--- config.mk ---
export PLATFORM = sky130hd
export DESIGN_NAME = frv_mem_arbiter
export DESIGN_NICKNAME = d
export VERILOG_FILES = /design/src/rtl/frv_mem_arb_pkg.sv /design/src/rtl/frv_mem_arb_idq.sv /design/src/rtl/frv_mem_arbiter.sv
export SDC_FILE = /design/constraint.sdc
export NUM_CORES = 1
export LEC_CHECK = 0
export BUFFER_PORTS_ARGS = -buffer_cell sky130_fd_sc_hd__buf_4
export CORE_AREA = 4 4 122 124
export DETAILED_ROUTE_END_ITERATION = 7
export DIE_AREA = 0 0 126 128
export HOLD_SLACK_MARGIN = 0.05
export SLEW_MARGIN = 5
export SYNTH_ARGS = -nofsm -noshare
export SYNTH_HDL_FRONTEND = slang
export SYNTH_SLANG_ARGS = --single-unit
--- constraint.sdc ---
create_clock -name g_clk -period 1.9 [get_ports g_clk]
set_clock_uncertainty 0.2 [all_clocks]
set_input_delay 0.19 -clock g_clk [delete_from_list [all_inputs] [get_ports g_clk]]
set_output_delay 0.19 -clock g_clk [all_outputs]
set_load 0.005 [all_outputs]
--- src/rtl/frv_mem_arb_pkg.sv ---
// Shared encodings for the frv memory arbiter: requester IDs queued per
// accepted request and the request-lock states.
package frv_mem_arb_pkg;

  localparam logic ARB_ID_IMEM = 1'b0;
  localparam logic ARB_ID_DMEM = 1'b1;

  typedef enum logic [1:0] {
    IDLE   = 2'd0,
    LOCK_I = 2'd1,
    LOCK_D = 2'd2
  } arb_lock_e;

endpackage

--- src/rtl/frv_mem_arb_idq.sv ---
// One-bit ID FIFO recording which requester owns each outstanding request,
// so in-order responses can be routed back.
module frv_mem_arb_idq #(
  parameter int DEPTH = 2
) (
  input  logic g_clk,
  input  logic g_resetn,
  input  logic push,
  input  logic id,
  input  logic pop,
  output logic head,
  output logic full,
  output logic empty
);

  localparam int PW = (DEPTH > 1) ? $clog2(DEPTH) : 1;
  localparam int CW = $clog2(DEPTH) + 1;

  logic [DEPTH-1:0] slots;
  logic [PW-1:0]    wr_ptr, rd_ptr;
  logic [CW-1:0]    count;
  logic             do_push, do_pop;

  function automatic logic [PW-1:0] ptr_inc(input logic [PW-1:0] p);
    return (p == PW'(DEPTH - 1)) ? '0 : p + PW'(1);
  endfunction

  assign full    = (count == CW'(DEPTH));
  assign empty   = (count == '0);
  assign head    = slots[rd_ptr];
  assign do_push = push && !full;
  assign do_pop  = pop && !empty;

  always_ff @(posedge g_clk or negedge g_resetn) begin
    if (!g_resetn) begin
      slots  <= '0;
      wr_ptr <= '0;
      rd_ptr <= '0;
      count  <= '0;
    end else begin
      if (do_push) begin
        slots[wr_ptr] <= id;
        wr_ptr        <= ptr_inc(wr_ptr);
      end
      if (do_pop) rd_ptr <= ptr_inc(rd_ptr);
      case ({do_push, do_pop})
        2'b10:   count <= count + CW'(1);
        2'b01:   count <= count - CW'(1);
        default: count <= count;
      endcase
    end
  end

endmodule

--- src/rtl/frv_mem_arbiter.sv ---
// Round-robin arbiter sharing one downstream memory port between the fetch
// (imem) and load/store (dmem) channels; responses routed via an ID FIFO.
module frv_mem_arbiter
  import frv_mem_arb_pkg::*;
#(
  parameter int OUTSTANDING = 2,
  parameter int XLEN        = 32
) (
  input  logic            g_clk,
  input  logic            g_resetn,

  input  logic            imem_req,
  input  logic            imem_wen,
  input  logic [3:0]      imem_strb,
  input  logic [XLEN-1:0] imem_wdata,
  input  logic [XLEN-1:0] imem_addr,
  output logic            imem_gnt,
  output logic            imem_recv,
  input  logic            imem_ack,
  output logic            imem_error,
  output logic [XLEN-1:0] imem_rdata,

  input  logic            dmem_req,
  input  logic            dmem_wen,
  input  logic [3:0]      dmem_strb,
  input  logic [XLEN-1:0] dmem_wdata,
  input  logic [XLEN-1:0] dmem_addr,
  output logic            dmem_gnt,
  output logic            dmem_recv,
  input  logic            dmem_ack,
  output logic            dmem_error,
  output logic [XLEN-1:0] dmem_rdata,

  output logic            mem_req,
  output logic            mem_wen,
  output logic [3:0]      mem_strb,
  output logic [XLEN-1:0] mem_wdata,
  output logic [XLEN-1:0] mem_addr,
  input  logic            mem_gnt,
  input  logic            mem_recv,
  input  logic            mem_error,
  input  logic [XLEN-1:0] mem_rdata,
  output logic            mem_ack,

  output logic            arb_err
);

  arb_lock_e lock;
  logic      rr_d;      // 1: dmem wins the next tie
  logic      sel_d;
  logic      sel_req;
  logic      full, empty, head;
  logic      push, pop;
  logic      head_i, head_d;

  // A locked selection is held until the downstream grant.
  always_comb begin
    sel_d = 1'b0;
    case (lock)
      LOCK_I:  sel_d = 1'b0;
      LOCK_D:  sel_d = 1'b1;
      default: sel_d = (imem_req && dmem_req) ? rr_d : dmem_req;
    endcase
  end

  assign sel_req = sel_d ? dmem_req : imem_req;

  // Outputs are forced low while reset is asserted, even mid-transaction.
  assign mem_req   = g_resetn && sel_req && !full;
  assign mem_wen   = g_resetn && (sel_d ? dmem_wen : imem_wen);
  assign mem_strb  = g_resetn ? (sel_d ? dmem_strb  : imem_strb)  : '0;
  assign mem_wdata = g_resetn ? (sel_d ? dmem_wdata : imem_wdata) : '0;
  assign mem_addr  = g_resetn ? (sel_d ? dmem_addr  : imem_addr)  : '0;

  assign imem_gnt  = mem_req && mem_gnt && !sel_d;
  assign dmem_gnt  = mem_req && mem_gnt &&  sel_d;
  assign push      = mem_req && mem_gnt;

  assign head_i    = g_resetn && !empty && (head == ARB_ID_IMEM);
  assign head_d    = g_resetn && !empty && (head == ARB_ID_DMEM);
  assign imem_recv = head_i && mem_recv;
  assign dmem_recv = head_d && mem_recv;
  assign mem_ack   = (head_i && imem_ack) || (head_d && dmem_ack);
  assign pop       = mem_recv && mem_ack;

  assign imem_rdata = g_resetn ? mem_rdata : '0;
  assign dmem_rdata = g_resetn ? mem_rdata : '0;
  assign imem_error = g_resetn && mem_error;
  assign dmem_error = g_resetn && mem_error;

  always_ff @(posedge g_clk or negedge g_resetn) begin
    if (!g_resetn) begin
      lock    <= IDLE;
      rr_d    <= 1'b1;
      arb_err <= 1'b0;
    end else begin
      if (mem_recv && empty) arb_err <= 1'b1;
      if (push) begin
        lock <= IDLE;
        rr_d <= !sel_d;
      end else if (mem_req) begin
        lock <= sel_d ? LOCK_D : LOCK_I;
      end else begin
        lock <= IDLE;
      end
    end
  end

  frv_mem_arb_idq #(.DEPTH(OUTSTANDING)) u_idq (
    .g_clk    (g_clk),
    .g_resetn (g_resetn),
    .push     (push),
    .id       (sel_d ? ARB_ID_DMEM : ARB_ID_IMEM),
    .pop      (pop),
    .head     (head),
    .full     (full),
    .empty    (empty)
  );

endmodule

# Word-level counts from Yosys, hierarchy flattened
# Cells that the tools add are included.
totals:
  ff_bits: 10
  latch_bits: 0
  ramBits: 0
  romBits: 0
  output_inout_bits: 142
  word_cells: 69
  n_memories: 0
op_classes:
  n_addsub: 4
  n_mul: 0
  div_mod_pow: 0
  order_cmp: 3
  n_eq_ne: 5
  shift: 0
  muxes: 23
  bitwise_logic: 1
  reduce_logical: 26
op_table:
  columns: ["operator", "count"]
  rows:
  - ["$mux 32", 5]
  - ["$logic_and 1x1->1", 20]
  - ["$mux 1", 9]
  - ["$mux 4", 2]
  - ["$eq 2x2->1 const B", 3]
  - ["$mux 2", 3]
  - ["$eq 2x1->1 const B", 2]
  - ["$lt 1x2->1 const B", 2]
  - ["$pmux 2 s2", 1]
  - ["$logic_not 1->1", 3]
  - ["$add 1x1->1 const B", 2]
  - ["$add 2x1->2 const B", 1]
  - ["$bwmux 2", 1]
  - ["$logic_not 2->1", 1]
  - ["$pmux 1 s2", 1]
  - ["$reduce_bool 2->1", 1]
  - ["$sub 2x1->2 const B", 1]
  - ["$demux 1 s1", 1]
  - ["$ge 1x1->1 const B", 1]
  - ["$logic_or 1x1->1", 1]
  - ["$not 1->1", 1]

# Depth between registers and ports, before layout
depth:
  ltp_word: 10
  ltp_mapped: 9
  ltp_nobuf: 9

# Modules after synthesis
# A second synthesis with hierarchy kept.
unflattened:
  hier_cells: 354
  hier_area_um2: 2398.6
by_module_without_submodules:
  columns: ["module", "instances", "cells_per_inst", "area_per_inst_um2", "seq_area_each_um2"]
  rows:
  - ["frv_mem_arbiter", 1, 331, 2115.8, 101.3]
  - ["frv_mem_arb_idq", 1, 23, 282.8, 150.1]

# Worst setup path after synthesis
# No wires, ideal clock.
synth_path:
  path_type: "reg-to-reg"
  from: "register lock[0]"
  to: "register u_idq.count[1]"
  arrival_time_ps: 1775
  required_time_ps: 1621
  setup_slack_ps: -154
  stages_incl_launch_ff: 9
  synth_period_minus_slack_ps: 2054
  path_cell_list: "dfrtp_1 -> inv_1 -> ha_1 -> nand2b_1 -> o2111a_1 -> nand2b_1 -> ha_1 -> nor2_1 -> xor2_1"
synth_via:
  elab_chain_cells: 9
synth_lines:
  columns: ["item", "line", "text"]
  rows:
  - ["start, declared", "frv_mem_arbiter.sv:48", "arb_lock_e lock;"]
  - ["start signal, assigned", "frv_mem_arbiter.sv:102", "lock <= sel_d ? LOCK_D : LOCK_I;"]
  - ["$eq 2x2->1 / $eq 2x1->1 (equally long branches)", "frv_mem_arbiter.sv:59", "case (lock)"]
  - ["$pmux 1 s2 (*)", "frv_mem_arbiter.sv:59", null]
  - ["$mux 1 (*)", "frv_mem_arbiter.sv:66", "assign sel_req = sel_d ? dmem_req : imem_req;"]
  - ["$logic_and 1x1->1 (*) (2 in series)", "frv_mem_arbiter.sv:69", "assign mem_req = g_resetn && sel_req && !full;"]
  - ["$logic_and 1x1->1 (*)", "frv_mem_arbiter.sv:77", "assign push = mem_req && mem_gnt;"]
  - ["$logic_and 1x1->1 (*)", "frv_mem_arb_idq.sv:31", "assign do_push = push && !full;"]
  - ["$eq 2x1->1 / $eq 2x2->1 (equally long branches)", "frv_mem_arb_idq.sv:46", "case ({do_push, do_pop})"]
  - ["$pmux 2 s2 / $reduce_bool 2->1 (equally long branches)", null, null]
  - ["end signal, assigned", "frv_mem_arb_idq.sv:47", "2'b10: count <= count + CW'(1);"]
  - ["end signal, assigned", "frv_mem_arb_idq.sv:48", "2'b01: count <= count - CW'(1);"]
  - ["end signal, assigned", "frv_mem_arb_idq.sv:49", "default: count <= count;"]
  - ["end, declared", "frv_mem_arb_idq.sv:21", "logic [CW-1:0] count;"]
# Every way passes the cells marked *; elsewhere a longest branch is shown, timed or not.
# A chain may end at the register's enable or synchronous reset.

# Worst setup path after layout
layout_path:
  from: "register lock[1]"
  to: "output port mem_wdata[29]"
layout_via:
  elab_chain_cells: 4
layout_lines:
  columns: ["item", "line", "text"]
  rows:
  - ["$eq 2x2->1 / $eq 2x1->1 (equally long branches)", "frv_mem_arbiter.sv:59", null]
  - ["$pmux 1 s2 (*)", "frv_mem_arbiter.sv:59", null]
  - ["$mux 32 (*) (2 in series)", "frv_mem_arbiter.sv:72", "assign mem_wdata = g_resetn ? (sel_d ? dmem_wdata : imem_wdata) : '0;"]
  - ["end, declared", "frv_mem_arbiter.sv:37", "output logic [XLEN-1:0] mem_wdata,"]
# Marked as above.

==> impl_metrics.ini <==
[cts]
cts_htree_levels = 1
cts_buffers = 3
cts_tree = built
clock_latency_ns = 0.24
cts_sinks = 10
clk_pin_slew_ns = 0.04
cts_root_buffer = clkbuf_16
clock_path_buffers = 2

[global_route]
grt_overflow_total = 0
grt_antenna_before_repair = 0
grt_max_degree = 44
grt_pass1_vias = 3189
grt_pass1_wl_um = 17400
track_usage = 0.131

[setup_path]
cpMaxStageDelayCell = dfrtp_1
cp.depth = 9
path_class = register to output port
worstRegToRegCells = 8
cp-start-kind = register
crit_chain = ha_4 > nor2b_4 > a31oi_4 > buf_12 > buf_12 > buf_16 > nand2_2 > a21boi_2 > buf_4
worstPathRequired_ns = 1.51
crit_path_end_kind = output port
crit_buf_inv = 4
cpLargestDelayFamily = buffers and inverters
crit_fanout = 6
arrival_ns = 1.93
ff2ff_setup_slack_ns = -0.13
critPathMostFrequentCell = buf_12
slowest_delay_ns = 0.38

[power]
total_power_mw = 3.12
p_int_mw = 1.95
switching_share = 0.375
vdd.ir_drop.worst_mv = 0.437
cellLeakagePower_nw = 2.71
clkPwrFrac = 0.136
p_comb_frac = 0.742
p_per_area_nw_per_um2 = 605
power.switching_mw = 1.17
p_seq_frac = 0.123

[timing]
slew_headroom = 0.818
drv_slew = 0
finalSetupViolations = 76
finalCritPeriodShare = 1.22
tightest_slew_ns = 0.272
final_hold_viol_count = 0
period_minus_slack_ns = 2.32
rsz0062_at_grt = true
worst_slack_ns = -0.420
max_freq_ghz = 0.431

[floorplanning]
start_util = 0.162
dieWidth_um = 126
core_um2 = 13800
die_area_um2 = 16100
core.rowCount = 43
ios = 321
die_h_um = 128

[logic_synthesis]
seq_area_frac_synth = 0.113
ys_ff_latch = 10
syn_avg_cell_area_um2 = 6.36
async_reset_ff_frac = 1.00
ys.flop_type = dfrtp_1
synth-edff-count = 0
netlist_area_um2 = 2230
ys_types = 34
syn_nets = 531
yosys_warnings = 0
synth_cells = 350

[outcome]
status = complete, but fails checks
violations = setup timing

[cells_and_area]
drive_gt1_frac = 0.612
fin_nets = 829
multiInputGateArea_um2 = 1690
seq_area_um2 = 251
final_common_cell = buf_4
area_delta_synth_final_pct = 132
utilization = 0.375
layout_common_cells = 329 x buf_4, 123 x nand2_1, 49 x a21boi_1, 33 x and2_1, 20 x a21boi_2
antenna_cells = 0
nFillCells = 1495

[drt]
drt-vias-per-instance = 4.08
drt_iter0_drc = 129
dr.pass1.iters = 5
wl_per_cell_um = 15.2
totalWireLength_um = 12600
num_vias = 3377
wl_met1_um = 5360
wl_met2_um = 6340
drc = 0
wl_met3_um = 852
ant_nets = 0
top_layer = met4

[placement]
hpwl_um = 9330
portBuffers = 320
gp_congestion = 0.826

[worst_hold_path]
hold_path_class = input pin to register
min_path_cells = 3

[run]
maxCapViolCount = 0
## registers in the layout, indices dropped and copies added, names as in the netlist
| name | count |
|---|---|
| u_idq.count | 2 |
| arb_err | 1 |
| u_idq.slots | 2 |
| lock | 2 |
| u_idq.rd_ptr | 1 |
| rr_d | 1 |
| u_idq.wr_ptr | 1 |
## metrics by stage
stage | hold slack, ns | setup slack (ns) | cells | instance area [µm²] | setup TNS, ns
floorplan | -0.306 | -0.0641 | 350 | 2240 | -0.0649
global placement | -0.00558 | -0.187 | 806 | 4620 | -8.73
detailed placement | -0.0109 | -0.200 | 806 | 4620 | -9.82
CTS | 0.0595 | -0.359 | 823 | 4930 | -23.62
global route | 0.0711 | -0.500 | 827 | 5160 | -31.82
finish | 0.0602 | -0.420 | 827 | 5160 | -24.24
## synthesized netlist by cell type (3+ instances only)
cell | number | share of area
buf_4 | 33 | 0.11
and2_1 | 33 | 0.093
dfrtp_1 | 9 | 0.10
nand2b_1 | 3 | 0.0084
nor2_1 | 6 | 0.010
a21boi_1 | 67 | 0.23
clkbuf_1 | 11 | 0.019
buf_2 | 5 | 0.011
buf_6 | 10 | 0.051
nand2_1 | 139 | 0.23
xnor2_1 | 3 | 0.012
## power groups by stage
| stage | combinational [mW] | sequential (mW) | clock, mW |
|---|---|---|---|
| after detailed placement | 1.88 | 0.376 | 0 |
| after CTS | 2.11 | 0.375 | 0.430 |
| after global placement | 1.88 | 0.375 | 0 |
| final | 2.32 | 0.383 | 0.424 |
| after global routing | 2.51 | 0.393 | 0.439 |
| after floorplan | 0.959 | 0.360 | 0 |
## final timing paths
path                                       end  startpoint
worst max-delay path             mem_wdata[29]     lock[1]
worst min-delay path                      rr_d    imem_req
worst max register to register  u_idq.count[1]     lock[1]
worst min register to register         arb_err     arb_err
max in group asynchronous                 rr_d    g_resetn
min in group asynchronous              arb_err    g_resetn
## kinds of logic after synthesis
logic type / after synthesis / synth area share
simple gates: 191 / 0.378
flops: 10 / 0.113
xor+xnor: 5 / 0.0197
buf+inv: 61 / 0.195
compound gates: 79 / 0.275
fa+ha+maj: 2 / 0.0112
mux: 2 / 0.00899
## final cells by class
| cell class | count | share of cell area |
|---|---|---|
| flip-flops and latches | 10 | 0.0487 |
| multi-input cells | 279 | 0.328 |
| repair buffers | 352 | 0.561 |
| well taps | 180 | 0.0436 |
| clock buffers | 4 | 0.0172 |
| inverters | 2 | 0.00145 |
## layer usage
| layer | track usage | vias to the layer above |
|---|---|---|
| li1 | - | 1694 |
| met1 | 0.177 | 1547 |
| met2 | 0.227 | 132 |
| met3 | 0.0238 | 4 |
| met4 | 0.0107 | 0 |
| met5 | 0 | - |
## worst register-to-register path, stage by stage (launching register included)
cell      delay (ns)
dfrtp_1         0.38
ha_4            0.32
nor2b_4         0.06
a211oi_1        0.27
nand2b_1        0.18
ha_1            0.16
xnor2_1         0.12
nor2_1          0.08
xor2_1          0.14
## what timing repair did
action / 4_1_cts / 5_1_grt
pin swaps: 2 / 17
endpoints found under the setup margin: 76 / 80
gates cloned: 3 / 4
endpoints found under the hold margin: 13 / 0
gates resized for setup: 10 / 40
hold buffers: 6 / 0
buffers inserted: 4 / 0
(Power assumes the default switching activity.)
